[config.mk]
export PLATFORM = sky130hd
export DESIGN_NAME = ucdp_afifo_rdburst
export DESIGN_NICKNAME = d
export VERILOG_FILES = /design/src/rtl/ucdp_afifo_rdburst_pkg.sv /design/src/rtl/ucdp_skid2.sv /design/src/rtl/ucdp_afifo_rdburst.sv
export SDC_FILE = /design/constraint.sdc
export NUM_CORES = 1
export LEC_CHECK = 0
export ABC_AREA = 1
export CORE_ASPECT_RATIO = 0.9
export CORE_MARGIN = 1.5
export CORE_UTILIZATION = 48
export DETAILED_ROUTE_END_ITERATION = 10
export HOLD_SLACK_MARGIN = 0.06
export PLACE_DENSITY = 0.77
export SLEW_MARGIN = 20
export SYNTH_ARGS = -nofsm -noshare
export SYNTH_HDL_FRONTEND = slang
export SYNTH_SLANG_ARGS = --single-unit
[constraint.sdc]
create_clock -name clk_i -period 2.2 [get_ports clk_i]
set_input_delay 0.44 -clock clk_i [delete_from_list [all_inputs] [get_ports clk_i]]
set_output_delay 0.44 -clock clk_i [all_outputs]
set_load 0.005 [all_outputs]
[src/rtl/ucdp_afifo_rdburst_pkg.sv]
// Shared types and constants for the async-FIFO read-side burst scheduler.
package ucdp_afifo_rdburst_pkg;

  typedef enum logic {
    IDLE  = 1'b0,
    BURST = 1'b1
  } state_e;

  localparam int unsigned STAT_WIDTH = 16;

endpackage

[src/rtl/ucdp_skid2.sv]
// Two-entry valid/ready buffer; entry 0 is always the head presented downstream.
module ucdp_skid2 #(
  parameter int unsigned width_p = 9
) (
  input  logic               clk_i,
  input  logic               rst_an_i,
  input  logic               push_i,
  input  logic [width_p-1:0] push_data_i,
  input  logic               ready_i,
  output logic               valid_o,
  output logic [width_p-1:0] data_o,
  output logic [1:0]         cnt_o
);

  logic [width_p-1:0] ent0_r;
  logic [width_p-1:0] ent1_r;
  logic [1:0]         cnt_r;
  logic               xfer;

  assign xfer    = (cnt_r != 2'd0) & ready_i;
  assign valid_o = (cnt_r != 2'd0);
  assign data_o  = ent0_r;
  assign cnt_o   = cnt_r;

  // Upstream never pushes into a full buffer, so a push with cnt==2 only happens alongside a transfer.
  always_ff @(posedge clk_i) begin
    if (!rst_an_i) begin
      ent0_r <= '0;
      ent1_r <= '0;
      cnt_r  <= 2'd0;
    end else begin
      case ({push_i, xfer})
        2'b11: begin
          if (cnt_r == 2'd2) begin
            ent0_r <= ent1_r;
            ent1_r <= push_data_i;
          end else begin
            ent0_r <= push_data_i;
          end
        end
        2'b01: begin
          ent0_r <= ent1_r;
          cnt_r  <= cnt_r - 2'd1;
        end
        2'b10: begin
          if (cnt_r == 2'd0) begin
            ent0_r <= push_data_i;
            cnt_r  <= 2'd1;
          end else if (cnt_r == 2'd1) begin
            ent1_r <= push_data_i;
            cnt_r  <= 2'd2;
          end
        end
        default: ;
      endcase
    end
  end

endmodule

[src/rtl/ucdp_afifo_rdburst.sv]
// Burst read scheduler downstream of the async FIFO target port.
// Optional statistics counters: define UCDP_AFIFO_RDBURST_STAT_EN.
//
// state | meaning
// IDLE  | waiting for fill level >= threshold or non-empty timeout
// BURST | popping up to rem_r words into the output buffer
module ucdp_afifo_rdburst
  import ucdp_afifo_rdburst_pkg::*;
#(
  parameter int unsigned dwidth_p    = 8,
  parameter int unsigned awidth_p    = 4,
  parameter int unsigned tmo_width_p = 8
) (
  input  logic                   clk_i,
  input  logic                   rst_an_i,
  input  logic                   fifo_empty_i,
  input  logic [dwidth_p-1:0]    fifo_rd_data_i,
  input  logic [awidth_p-1:0]    fifo_data_avail_i,
  output logic                   fifo_rd_en_o,
  input  logic [awidth_p-1:0]    cfg_thresh_i,
  input  logic [awidth_p-1:0]    cfg_maxlen_i,
  input  logic [tmo_width_p-1:0] cfg_tmo_i,
  output logic                   strm_valid_o,
  input  logic                   strm_ready_i,
  output logic [dwidth_p-1:0]    strm_data_o,
  output logic                   strm_last_o,
  output logic                   busy_o
`ifdef UCDP_AFIFO_RDBURST_STAT_EN
  ,
  input  logic                   stat_clr_i,
  output logic [STAT_WIDTH-1:0]  stat_bursts_o,
  output logic [STAT_WIDTH-1:0]  stat_tmo_o
`endif
);

  localparam logic [awidth_p-1:0]    ONE_A = {{(awidth_p-1){1'b0}}, 1'b1};
  localparam logic [tmo_width_p-1:0] ONE_T = {{(tmo_width_p-1){1'b0}}, 1'b1};

  state_e                 state_r;
  state_e                 state_nxt;
  logic [awidth_p-1:0]    rem_r;
  logic [tmo_width_p-1:0] tmo_cnt_r;
  logic [awidth_p-1:0]    thresh_eff;
  logic [awidth_p-1:0]    maxlen_eff;
  logic [awidth_p-1:0]    len_snap;
  logic                   thr_hit;
  logic                   tmo_hit;
  logic                   start;
  logic                   pop;
  logic [1:0]             buf_cnt;
  logic [dwidth_p:0]      buf_out;

  assign thresh_eff = (cfg_thresh_i == '0) ? ONE_A : cfg_thresh_i;
  assign maxlen_eff = (cfg_maxlen_i == '0) ? ONE_A : cfg_maxlen_i;
  assign len_snap   = (fifo_data_avail_i < maxlen_eff) ? fifo_data_avail_i : maxlen_eff;
  assign thr_hit    = (fifo_data_avail_i >= thresh_eff);
  assign tmo_hit    = !fifo_empty_i & (cfg_tmo_i != '0) & (tmo_cnt_r == (cfg_tmo_i - ONE_T));

  always_comb begin
    state_nxt = state_r;
    start     = 1'b0;
    pop       = 1'b0;
    case (state_r)
      IDLE: begin
        if (thr_hit || tmo_hit) begin
          start     = 1'b1;
          state_nxt = BURST;
        end
      end
      BURST: begin
        // Gated by reset so a burst interrupted by reset never pops in that cycle.
        pop = rst_an_i & !fifo_empty_i & (rem_r != '0) & (buf_cnt != 2'd2);
        if (pop && (rem_r == ONE_A)) begin
          state_nxt = IDLE;
        end
      end
      default: state_nxt = IDLE;
    endcase
  end

  always_ff @(posedge clk_i) begin
    if (!rst_an_i) begin
      state_r   <= IDLE;
      rem_r     <= '0;
      tmo_cnt_r <= '0;
    end else begin
      state_r <= state_nxt;
      if (start) begin
        rem_r <= len_snap;
      end else if (pop) begin
        rem_r <= rem_r - ONE_A;
      end
      if ((state_r != IDLE) || fifo_empty_i || start) begin
        tmo_cnt_r <= '0;
      end else if (tmo_cnt_r != '1) begin
        tmo_cnt_r <= tmo_cnt_r + ONE_T;
      end
    end
  end

  ucdp_skid2 #(
    .width_p (dwidth_p + 1)
  ) u_skid (
    .clk_i       (clk_i),
    .rst_an_i    (rst_an_i),
    .push_i      (pop),
    .push_data_i ({(rem_r == ONE_A), fifo_rd_data_i}),
    .ready_i     (strm_ready_i),
    .valid_o     (strm_valid_o),
    .data_o      (buf_out),
    .cnt_o       (buf_cnt)
  );

  assign fifo_rd_en_o = pop;
  assign strm_last_o  = buf_out[dwidth_p];
  assign strm_data_o  = buf_out[dwidth_p-1:0];
  assign busy_o       = (state_r == BURST) | (buf_cnt != 2'd0);

`ifdef UCDP_AFIFO_RDBURST_STAT_EN
  logic [STAT_WIDTH-1:0] stat_bursts_r;
  logic [STAT_WIDTH-1:0] stat_tmo_r;

  always_ff @(posedge clk_i) begin
    if (!rst_an_i || stat_clr_i) begin
      stat_bursts_r <= '0;
      stat_tmo_r    <= '0;
    end else begin
      if (start && (stat_bursts_r != '1)) begin
        stat_bursts_r <= stat_bursts_r + 1'b1;
      end
      if (start && !thr_hit && (stat_tmo_r != '1)) begin
        stat_tmo_r <= stat_tmo_r + 1'b1;
      end
    end
  end

  assign stat_bursts_o = stat_bursts_r;
  assign stat_tmo_o    = stat_tmo_r;
`endif

endmodule

==> impl_metrics.ini, run 1 <==
[clocking]
cts.root.buffer_cell = clkbuf_8
cts_buffer_depth = 2
htreeDepth = 2
cts_made_buffers = 5
clkSlewWorstSetupHoldPaths_ns = 0.07
clock_latency_ns = 0.29
cts_sinks = 33
cts_tree = yes

[worst_setup_path]
slowest_stage = clkdlybuf4s50_1
r2r_start = rem_r[0]$_SDFFE_PN0P_
cpLargestDelayFamily = simple AND/OR/NAND/NOR gates
path_buf_inv = 3
endpoint_kind = flip-flop
r2r_slack_ns = 0.13
worstSetupPathType = in -> reg
cp.required_ns = 2.42
worst_r2r_path_depth = 12
r2r-end = u_skid.ent1_r[0]$_SDFFE_PN0P_
crit_path_start_kind = input port
worstPathCellList = clkdlybuf4s50_1 > inv_1 > ha_4 > nand2_1 > nand3_1 > nor2_1 > nand2_1 > nor2_1 > nand3_1 > nand2_2 > nand2_4 > buf_4 > nand2_1 > nand2_1 > a21oi_1
crit_top_cell = nand2_1
slowest_delay_ns = 0.47
cp_max_fo = 7
cp.arrival_ns = 2.31

[grt]
grt_pass1_wl_microns = 10300
grt.total_usage_pct = 23.2
antenna_found_initial = 0
grt_max_degree = 23
overflow = 0
first_global_vias = 2445

[place]
place_area_sq_um = 3060
port_buffers = 43
place_inst = 497
place.gp.congestion = 0.827
hpwl_microns = 4450

[cells_and_area]
seq_area_sq_um = 664
multi_input_area_sq_um = 1550
layout_common_cells = 94 x nand2_1, 49 x inv_1, 38 x clkdlybuf4s50_1
final_layout_size_suffix_gt1_share_pct = 18.2
layout.nets = 495
final_area_sq_um = 3330
nFillCells = 390
area_growth_syn_to_layout_pct = 39.1
antenna_cells = 0
stdcell_count = 511
final_common_cell = nand2_1

[yosys]
synth_cell_types = 38
yosysSeqAreaShare_pct = 27.6
netlist.area_leader.share_pct = 27.6
syn_area_sq_um = 2400
synth.largest_area_cell = dfxtp_1
syn_avg_cell_area_sq_um = 6.41
yosysWarnings = 0
syn_nets = 424
yosys_register_bits = 33
synth_edf_count = 0
async_flop_share_pct = 0
syn_inst = 374
synth_area_leaders = dfxtp_1 28%, nand2_1 15%, ha_1 9.4%
ys.flop_type = dfxtp_1

[worst_hold_path]
hold_path_depth = 2
holdCritStartpoint = u_skid.ent1_r[2]$_SDFFE_PN0P_
hold-path-endpoint = u_skid.ent1_r[2]$_SDFFE_PN0P_
hold_path.class = reg -> reg

[die]
dieArea_sq_um = 5430
start_util_pct = 49.6
die_h_microns = 70.0
coreArea_sq_um = 4830
placementRows = 24
die_width_microns = 77.5
io_pins = 44

[sta]
rsz0062_at_grt = true
setup_tns_ns = 0
setup_viol = 0
hold_viol = 0
timing_worst_slew_pin_value_ns = 0.514
worst_hold_slack_ns = 0.476
clock_skew_ns = 0.00758
period_needed_ns = 2.09
period_share_pct = 94.8
relSlewSlack_pct = 65.4
maxSlewViolCount = 0
clock.fmax_ghz = 0.479

[route]
ant_nets = 0
drtIter0Drc = 112
wire_per_inst_microns = 11.8
wirelength_microns = 6060
viasPerCell = 5.04
drc_errors = 0
vias = 2577
dr.pass1.iters = 5

[power_and_ir_drop]
ir_drop_mv = 0.798
p_leak_nw = 1.48
p_per_area_nw_per_um2 = 634
power_w = 0.00211

[run_status]
outcome = completed

[flow_run]
max-cap-violations = 0
## tightest hold or removal path: cells and delay by family (launching register included)
kind / cells / cell delay (ns)
AO/OA/AOI/OAI: 1 / 0.06
buffers and inverters: 1 / 0.07
flip-flops: 1 / 0.30
## where the power goes
part	switching, W	total, W	internal (W)
combinational	0.000423	0.000821	0.000397
sequential	0.0000408	0.000711	0.000670
clock	0.000212	0.000581	0.000369
## how the worst max path moves through the flow
| stage | from | to | cells after the start | slack [ns] |
|---|---|---|---|---|
| finish | cfg_tmo_i[1] | rem_r[3]$_SDFFE_PN0P_ | 15 | 0.11 |
| global route | rem_r[0]$_SDFFE_PN0P_ | u_skid.data_o[2]$_SDFFE_PN0P_ | 13 | -0.04 |
| CTS | rem_r[0]$_SDFFE_PN0P_ | u_skid.data_o[5]$_SDFFE_PN0P_ | 13 | 0.02 |
| detailed placement | cfg_thresh_i[3] | tmo_cnt_r[0]$_SDFFE_PP0P_ | 13 | -0.37 |
| global placement | cfg_thresh_i[3] | tmo_cnt_r[3]$_SDFFE_PP0P_ | 13 | -0.22 |
| floorplan | u_skid.cnt_o[0]$_SDFFE_PN0P_ | u_skid.data_o[6]$_SDFFE_PN0P_ | 13 | -0.02 |
## cells in the mapped netlist (2+ instances only)
| cell type | number |
|---|---|
| clkbuf_1 | 6 |
| ha_1 | 18 |
| a21oi_1 | 26 |
| nor2_2 | 2 |
| nand3_1 | 25 |
| inv_2 | 6 |
| xor2_1 | 4 |
| a31oi_1 | 7 |
| nand4_1 | 2 |
| dfxtp_1 | 33 |
| nand2_1 | 95 |
| o21ai_0 | 43 |
| inv_1 | 55 |
| nor2_1 | 28 |
## metal layers
metal	global-route usage (%)	part of all wire [%]	vias up
met2	41.5	49	72
li1	-	-	1359
met1	28.6	45	1133
met5	0	0	-
met3	3.53	4.6	13
met4	7.07	1.2	0
## flip-flops by register name, summed over array words and instances, names as in the netlist
| name | flops |
|---|---|
| state_r | 1 |
| rem_r | 4 |
| u_skid.ent1_r | 9 |
| u_skid.data_o | 9 |
| tmo_cnt_r | 8 |
| u_skid.cnt_o | 2 |
## final cells by class
| cell class | instances | area share (%) |
|---|---|---|
| timing repair buffer | 72 | 20.6 |
| clock buffer | 7 | 2.59 |
| multi-input combinational | 270 | 46.4 |
| tap | 65 | 2.44 |
| sequential | 33 | 19.9 |
| clock inverter | 1 | 0.901 |
| inverter | 63 | 7.17 |
## cells by family after synthesis
group                      synth area share, %
AOI/OAI and AO/OA                         20.7
xor gates and xnor gates                  1.83
adders and majority gates                 9.40
buffers and inverters                     11.7
DFF                                       27.6
and+or+nand+nor                           28.8
## metrics by stage
step | util [%] | setup WS (ns)
floorplan | - | -0.0214
global placement | 63.4 | -0.221
detailed placement | 63.4 | -0.370
CTS | 67.1 | 0.0203
global route | 68.9 | -0.0441
finish | 68.9 | 0.114
## repair_timing
| item | CTS | global route |
|---|---|---|
| setup buffers | 5 | 1 |
| hold buffers | 0 | 0 |
| endpoints found under the setup margin | 13 | 31 |
| gates resized for setup | 13 | 32 |
| pin swaps | 9 | 10 |
| endpoints found under the hold margin | 0 | 0 |
Power figures use the tool's default switching activity.
==> run 2, diff against run 1 <==
Settings changed: CAP_MARGIN set to 30, CORE_MARGIN 1.5 to not set, CTS_CLUSTER_DIAMETER set to 60.
==> impl_metrics.ini, run 2 (synthesis gave the netlist of run 1 again) <==
[worst_hold_path]
hold_path.class = reg -> reg

[cells_and_area]
layout.nets = 497
stdcell_count = 513
area_growth_syn_to_layout_pct = 38.6
multi_input_area_sq_um = 1540
antenna_cells = 0
nFillCells = 431
final_common_cell = nand2_1
seq_area_sq_um = 664
final_area_sq_um = 3320
layout_common_cells = 94 x nand2_1, 48 x inv_1, 41 x o21ai_0
final_layout_size_suffix_gt1_share_pct = 18.1

[worst_setup_path]
worstSetupPathType = reg -> reg
cp.required_ns = 2.36
endpoint_kind = flip-flop
cp.arrival_ns = 2.21
cp_max_fo = 5
crit_path_start_kind = flip-flop

[clocking]
clkSlewWorstSetupHoldPaths_ns = 0.06
cts_made_buffers = 5
cts_buffer_depth = 2
cts_sinks = 33
htreeDepth = 2
postCtsHoldBufs = 0
cts.root.buffer_cell = clkbuf_8
clock_latency_ns = 0.28
cts_tree = yes

[sta]
period_share_pct = 92.9
maxSlewViolCount = 0
setup_viol = 0
relSlewSlack_pct = 64.5
clock.fmax_ghz = 0.489
clock_skew_ns = 0.00309
period_needed_ns = 2.04
timing_worst_slew_pin_value_ns = 0.528
hold_viol = 0
rsz0062_at_grt = false

[place]
place.gp.congestion = 0.885
place_area_sq_um = 3080
port_buffers = 43
place_inst = 501
hpwl_microns = 4480

[route]
viasPerCell = 5.01
wirelength_microns = 5900
drc_errors = 0
wire_per_inst_microns = 11.5
vias = 2572
dr.pass1.iters = 4
ant_nets = 0
drtIter0Drc = 98

[power_and_ir_drop]
p_leak_nw = 1.48
power_frac_clock_pct = 27.1
switching_share_pct = 31.4
p_sw_w = 0.000659
comb_power_share_pct = 38.9
ir_drop_mv = 0.717
power.internal_w = 0.00144
p_per_area_nw_per_um2 = 631
seqPwrFrac_pct = 34.0

[grt]
first_global_vias = 2432
grt.total_usage_pct = 23.8
antenna_found_initial = 0
grt_pass1_wl_microns = 10300
overflow = 0
grt_max_degree = 23

[flow_run]
max-cap-violations = 0

[die]
start_util_pct = 49.6
coreArea_sq_um = 4830
io_pins = 44
die_width_microns = 76.5
placementRows = 24
dieArea_sq_um = 5280
die_h_microns = 69.0

[run_status]
outcome = completed
==> run 2: changes by cell type in the layout (fill, tap and decap cells not counted), moves of 2 or more <==
cell | before | now
ha_1 | 13 | 15
o21ai_1 | 7 | 3
o21ai_0 | 36 | 41
buf_4 | 26 | 30
clkdlybuf4s50_1 | 38 | 36
ha_2 | 3 | 1
==> run 2: routing by layer <==
| metal | part of all wire [%] | track usage (%) | up-vias | wire (microns) |
|---|---|---|---|---|
| met4 | 0.86 | 7.26 | 0 | 51 |
| met3 | 4.3 | 3.31 | 6 | 252 |
| met5 | 0 | 0 | - | 0 |
| li1 | - | - | 1361 | - |
| met2 | 48 | 41.3 | 58 | 2850 |
| met1 | 46 | 30.3 | 1147 | 2740 |
==> run 2: critical path, stage by stage (launching register included) <==
cell,delay (ns)
dfxtp_2,0.34
inv_2,0.06
ha_1,0.21
nand3_2,0.09
nand4_4,0.08
nor2_4,0.13
buf_4,0.15
inv_4,0.03
ha_1,0.30
inv_2,0.11
o21ai_0,0.09
buf_4,0.15
o21ai_0,0.14
a21oi_1,0.06
==> run 2: worst paths after layout <==
check / from / endpoint / slack [ns] / depth (start not counted)
worst max-delay path: rem_r[0]$_SDFFE_PN0P_ / u_skid.cnt_o[0]$_SDFFE_PN0P_ / 0.16 / 13
worst min-delay path: u_skid.ent1_r[1]$_SDFFE_PN0P_ / u_skid.ent1_r[1]$_SDFFE_PN0P_ / 0.48 / 2
worst max register to register: rem_r[0]$_SDFFE_PN0P_ / u_skid.cnt_o[0]$_SDFFE_PN0P_ / 0.16 / 13
worst min register to register: u_skid.ent1_r[1]$_SDFFE_PN0P_ / u_skid.ent1_r[1]$_SDFFE_PN0P_ / 0.48 / 2
==> run 2: per-stage QoR <==
step           TNS, ns  util, %  hold slack (ns)  worst slack, ns  total power, W
3_3_place_gp     -4.81     63.7            0.456           -0.225         0.00147
6_report             0     68.7            0.475            0.156         0.00210
3_5_place_dp     -6.92     63.7            0.461           -0.393         0.00149
2_1_floorplan  -0.0214        -            0.445          -0.0214         0.00115
4_1_cts              0     67.1            0.477          0.00563         0.00208
5_1_grt              0     68.7            0.488          0.00747         0.00224
==> run 2: power by group through the flow <==
| stage | clock, W | sequential [W] | combinational [W] |
|---|---|---|---|
| 2_1_floorplan | 0 | 0.000717 | 0.000434 |
| 3_3_place_gp | 0 | 0.000721 | 0.000745 |
| 3_5_place_dp | 0 | 0.000722 | 0.000764 |
| 4_1_cts | 0.000580 | 0.000712 | 0.000792 |
| 5_1_grt | 0.000608 | 0.000720 | 0.000917 |
| 6_report | 0.000569 | 0.000713 | 0.000815 |
==> run 2: cell type report <==
cell class,count,share of cell area (%)
flip-flops and latches,33,20.0
well taps,65,2.45
multi-input cells,270,46.3
inverters,63,7.19
clock inverters,1,0.904
repair buffers,74,20.6
clock buffers,7,2.60
==> run 2: repair_timing <==
action / 4_1_cts / 5_1_grt
buffers inserted: 4 / 0
setup endpoints to repair: 13 / 26
hold endpoints to repair: 0 / 0
pin swaps: 3 / 9
resized for setup: 12 / 27
==> run 3, diff against run 2 <==
Settings changed: CTS_CLUSTER_SIZE set to 10.
==> results of run 3 <==
Same layout as run 2: the final DEF is identical, and so are final timing and power.
